[src/rtl/disp_pkg.sv]
// -----------------------------------------------------------------------------
// disp_pkg
// Shared definitions for the 7-segment display path: BCD digit width, the
// code the display controller renders as "all segments off", the converter
// FSM state type and a small power-of-ten helper for range limits.
// -----------------------------------------------------------------------------
package disp_pkg;

    localparam int          DIGIT_W    = 4;
    localparam logic [3:0]  BLANK_CODE = 4'hF;

    typedef enum logic [1:0] {
        IDLE,
        SHIFT,
        DONE
    } bin2bcd_state_t;

    // 10^n, used to derive the largest value representable in n BCD digits.
    function automatic int pow10(input int n);
        int r;
        r = 1;
        for (int i = 0; i < n; i++) begin
            r = r * 10;
        end
        return r;
    endfunction

endpackage

[src/rtl/bcd_add3.sv]
// -----------------------------------------------------------------------------
// bcd_add3
// Combinational correction cell of the shift-and-add-3 algorithm: a BCD
// nibble of 5 or more is bumped by 3 so the following left shift carries
// correctly into the next decimal digit.
//   nib : input BCD nibble
//   adj : corrected nibble
// -----------------------------------------------------------------------------
module bcd_add3
    import disp_pkg::*;
(
    input  logic [DIGIT_W-1:0] nib,
    output logic [DIGIT_W-1:0] adj
);

    assign adj = (nib >= DIGIT_W'(5)) ? nib + DIGIT_W'(3) : nib;

endmodule

[src/rtl/bin2bcd_seq.sv]
// -----------------------------------------------------------------------------
// bin2bcd_seq
// Sequential binary-to-BCD converter (shift-and-add-3), one input bit per
// clock. Feeds the 7-segment display multiplexer with a stable, registered
// packed BCD word.
//
// Ports:
//   clk      : system clock (27 MHz board clock)
//   rst_n    : asynchronous active-low reset
//   start    : conversion request, only honoured while idle
//   bin      : binary value, captured on the accepted start cycle
//   busy     : high from the accepted start until done drops
//   done     : one-cycle pulse when bcd/overflow update
//   bcd      : packed result, digit 0 (units) in bits [3:0]
//   overflow : input exceeded 10^DIGITS-1; bcd then reads all nines
//
// Optional build macro:
//   BIN2BCD_LEADING_BLANK_EN : replace leading zero digits (never the units
//   digit) with BLANK_CODE when the result is not saturated.
// -----------------------------------------------------------------------------
module bin2bcd_seq
    import disp_pkg::*;
#(
    parameter int BIN_W  = 10,
    parameter int DIGITS = 3
) (
    input  logic                      clk,
    input  logic                      rst_n,
    input  logic                      start,
    input  logic [BIN_W-1:0]          bin,
    output logic                      busy,
    output logic                      done,
    output logic [DIGIT_W*DIGITS-1:0] bcd,
    output logic                      overflow
);

    localparam int          BCD_W   = DIGIT_W * DIGITS;
    localparam int          WORK_W  = BCD_W + BIN_W;
    localparam int          CNT_W   = $clog2(BIN_W + 1);
    localparam logic [31:0] MAX_VAL = 32'(pow10(DIGITS) - 1);

    bin2bcd_state_t        state;
    logic [CNT_W-1:0]      cnt;
    logic [WORK_W-1:0]     work;     // {BCD field, binary field}
    logic [BIN_W-1:0]      latched;  // input as captured at start
    logic [BCD_W-1:0]      adj;      // BCD field after add-3 correction
    logic [BCD_W-1:0]      result;
    logic                  over;

    for (genvar g = 0; g < DIGITS; g++) begin : g_add3
        bcd_add3 u_add3 (
            .nib (work[BIN_W + g*DIGIT_W +: DIGIT_W]),
            .adj (adj[g*DIGIT_W +: DIGIT_W])
        );
    end

    // Range check uses the captured input, not the BCD field, which would
    // silently wrap for values beyond the digit count.
    assign over = ({{(32-BIN_W){1'b0}}, latched} > MAX_VAL);

`ifdef BIN2BCD_LEADING_BLANK_EN
    logic lead;
    always_comb begin
        lead   = 1'b1;
        result = work[WORK_W-1:BIN_W];
        if (over) begin
            result = {DIGITS{4'h9}};
        end else begin
            // Walk from the most significant digit; digit 0 stays visible.
            for (int d = DIGITS-1; d >= 1; d--) begin
                if (lead && (result[d*DIGIT_W +: DIGIT_W] == '0)) begin
                    result[d*DIGIT_W +: DIGIT_W] = BLANK_CODE;
                end else begin
                    lead = 1'b0;
                end
            end
        end
    end
`else
    always_comb begin
        result = work[WORK_W-1:BIN_W];
        if (over) begin
            result = {DIGITS{4'h9}};
        end
    end
`endif

    // Datapath: no reset needed, every conversion reloads it at start.
    always_ff @(posedge clk) begin
        if ((state == IDLE) && start) begin
            work    <= {{BCD_W{1'b0}}, bin};
            latched <= bin;
        end else if (state == SHIFT) begin
            work    <= {adj, work[BIN_W-1:0]} << 1;
        end
    end

    // Control FSM with registered outputs. DONE lasts one cycle and the
    // done/busy flags it sets are seen during the following cycle, so the
    // FSM is already back in IDLE and can accept a start on the edge where
    // done and busy drop.
    always_ff @(posedge clk or negedge rst_n) begin
        if (!rst_n) begin
            state    <= IDLE;
            cnt      <= '0;
            busy     <= 1'b0;
            done     <= 1'b0;
            bcd      <= '0;
            overflow <= 1'b0;
        end else begin
            case (state)
                IDLE: begin
                    done <= 1'b0;
                    busy <= start;
                    if (start) begin
                        cnt   <= '0;
                        state <= SHIFT;
                    end
                end
                SHIFT: begin
                    cnt <= cnt + 1'b1;
                    if (cnt == CNT_W'(BIN_W - 1)) begin
                        state <= DONE;
                    end
                end
                DONE: begin
                    bcd      <= result;
                    overflow <= over;
                    done     <= 1'b1;
                    state    <= IDLE;
                end
                default: state <= IDLE;
            endcase
        end
    end

endmodule

[config.mk]
export PLATFORM = sky130hd
export DESIGN_NAME = bin2bcd_seq
export DESIGN_NICKNAME = d
export VERILOG_FILES = /design/src/rtl/disp_pkg.sv /design/src/rtl/bcd_add3.sv /design/src/rtl/bin2bcd_seq.sv
export SDC_FILE = /design/constraint.sdc
export NUM_CORES = 1
export LEC_CHECK = 0
export ABC_AREA = 1
export BUFFER_PORTS_ARGS = -buffer_cell sky130_fd_sc_hd__buf_4
export CAP_MARGIN = 20
export CORE_MARGIN = 2
export CORE_UTILIZATION = 50
export CTS_BUF_LIST = sky130_fd_sc_hd__clkbuf_8
export DETAILED_ROUTE_END_ITERATION = 10
export PLACE_DENSITY = 0.75
export SLEW_MARGIN = 25
export SYNTH_ARGS = -nofsm -noshare
export SYNTH_HDL_FRONTEND = slang
export SYNTH_HIERARCHICAL = 1
export SYNTH_SLANG_ARGS = --single-unit
[constraint.sdc]
create_clock -name clk -period 3.2 [get_ports clk]
set_clock_uncertainty 0.1 [all_clocks]
set_input_delay 0 -clock clk [delete_from_list [all_inputs] [get_ports clk]]
set_output_delay 0 -clock clk [all_outputs]
set_load 0.02 [all_outputs]
==> results.md <==
* DRC viols at 0
* Leakage Power at 1.47 nW
* Setup TNS at 0 ps
* Setup Viol. Count Final at 0
* IO Port Bufs at 27
* Startpoint types: register
* DR vias/cell at 4.75
* Std cell rows at 25
* Final nets at 352
* Critical path peak fanout at 20
* Worst path bufs/invs at 1
* Final period utilization at 51.3%
* Grt ovf at 0
* GRT Total Usage at 17.9%
* Setup slack after layout at 1560 ps
* Total CTS buffers at 5
* Initial Util at 52.1%
* Layout cells sized above 1 at 18.4%
* Final Routed Wirelength at 4.48 mm
* Vias at 1896
* Status: finished, final reports clean
* Max Slew Vio Count at 0
* IO Count at 28
* Clock root cell: clkbuf_8
* CTS tree: yes
* RSZ-0062 raised after global routing: false
* Clock sinks at 50
* Global-route wire length before repair at 7.47 mm
* Detail Route Antenna Nets at 0
* Die Span Y at 74.1 um
* # diodes at 0
* R2r setup slk at 1560 ps
* Yosys Warn Count at 6
* Die area at 5500 um2
* H-Tree Depth at 2
* Placed instance area at 2670 um2
* Initial antenna violation count at 0
* CP max stage delay at 460 ps
* Final Wtd Congestion at 0.850
* Final Critical Period at 1640 ps
* Worst Setup End Kind: register
* Synthesized area per cell at 8.40 um2
* Crit path cell chain: inv_1, nand2_2, nand2_1
* Detailed-route wire length per cell at 11.2 um
* Die Width at 74.1 um
* Area growth syn-to-layout at 16.5%
* Critical path class: register to register
* Hold-fix buffers, CTS at 11
* Max_cap viols at 0
* Worst-Skew Late Latency at 300 ps
* CP Depth at 3
* DR pass1 iterations at 4
* Final Hold Viols at 0
* Crit path DAT at 1500 ps
* Relative slew slack at 69.3%
* Area of the core at 4720 um2
* Largest net degree at the start of global routing at 23
* Synthesized net count at 314
* Req. time, crit path at 3060 ps
* Worst-margin pin slew at 459 ps
* PD cells at 984 nW/um2
* Vias in the first global route at 1647
* Cells after synthesis at 293
* Max Buffers Root-to-Sink at 2
* Tot Pwr at 0.00282 W
* DRT iter0 DRCs at 85
* Final Cell Area at 2870 um2
* Post-CTS setup buffers at 0
* Detailed Place HPWL at 3.11 mm
* R2R cell count at 3
* Clk pin slew, worst setup/hold paths at 90 ps
* Peak Freq at 609 MHz
* Max VDD drop at 0.392 mV
* Top Family by Delay on Critical Path: simple AND/OR/NAND/NOR gates
* Netlist Area Pre-Place at 2460 um2
* Worst Hold Class: primary input to asynchronous set/reset pin
* Worst path slowest cell: nand2_1
* Post-cts sizing count at 0
* Pre-CTS WS at 1560 ps
## where the power goes
| part | internal (W) | switching (W) |
|---|---|---|
| Combinational | 0.000502 | 0.000781 |
| Sequential | 0.000972 | 0.000207 |
| Clock | 0.000150 | 0.000206 |
| Total | 0.00162 | 0.00119 |
## layer usage
layer | GRT usage, % | share of wire (%) | vias up
met4 | 5.05 | 1.3 | 0
li1 | - | - | 982
met3 | 4.88 | 4.0 | 6
met2 | 28.8 | 47 | 40
met1 | 24.0 | 47 | 868
met5 | 0 | 0 | -
## worst paths after layout
path,end,startpoint
max in group asynchronous,cnt[0],rst_n
worst max register to register,work[7],state[1]
min in group clk,work[0],start
worst max-delay path,work[7],state[1]
worst min register to register,bcd[5],bcd[5]
worst min-delay path,bcd[6],rst_n
## sequential cells by signal, summed over array words and instances (netlist names)
name	count
bcd	12
busy	1
cnt	4
done	1
latched	7
overflow	1
state	2
work	22
## area by class of cell
class / count / area (um2)
Sequential cell: 50 / 1280
Multi-Input combinational cell: 201 / 972
Tap cell: 67 / 83.8
Timing Repair Buffer: 39 / 320
Inverter: 34 / 128
Fill cell: 415 / 1860
Clock inverter: 3 / 16.3
Clock buffer: 5 / 68.8
## worst register-to-register path, cell delays in order, from the launching register on
cell and delay (ps):
dfrtp_1 420, inv_1 80, nand2_2 230, nand2_1 470
## placed cells by master (no fill, tap or decap)
| cell | instances |
|---|---|
| dfrtp_1 | 21 |
| ha_1 | 8 |
| buf_4 | 28 |
| edfxtp_1 | 17 |
| o21ai_0 | 15 |
| nand2_1 | 98 |
| o21ai_1 | 3 |
| clkinv_1 | 2 |
| nor2_1 | 45 |
| dfxtp_1 | 12 |
| o21ai_2 | 7 |
| inv_2 | 5 |
| inv_1 | 29 |
| nand3_2 | 1 |
| nand4_1 | 1 |
| a21oi_2 | 2 |
| nand3_1 | 9 |
| nor2_4 | 6 |
| clkinv_4 | 1 |
| nand2_2 | 5 |
| or2_2 | 1 |
| clkbuf_8 | 5 |
| dlygate4sd3_1 | 11 |
## through the flow
stage	hold slack, ps	instances	utilization (%)
floorplan	-396	293	-
CTS	10.7	399	60.7
global route	53.9	399	60.7
global placement	-201	380	56.5
detailed placement	-197	380	56.5
finish	26.1	399	60.7
No activity file was read; power rests on OpenSTA's default activity.
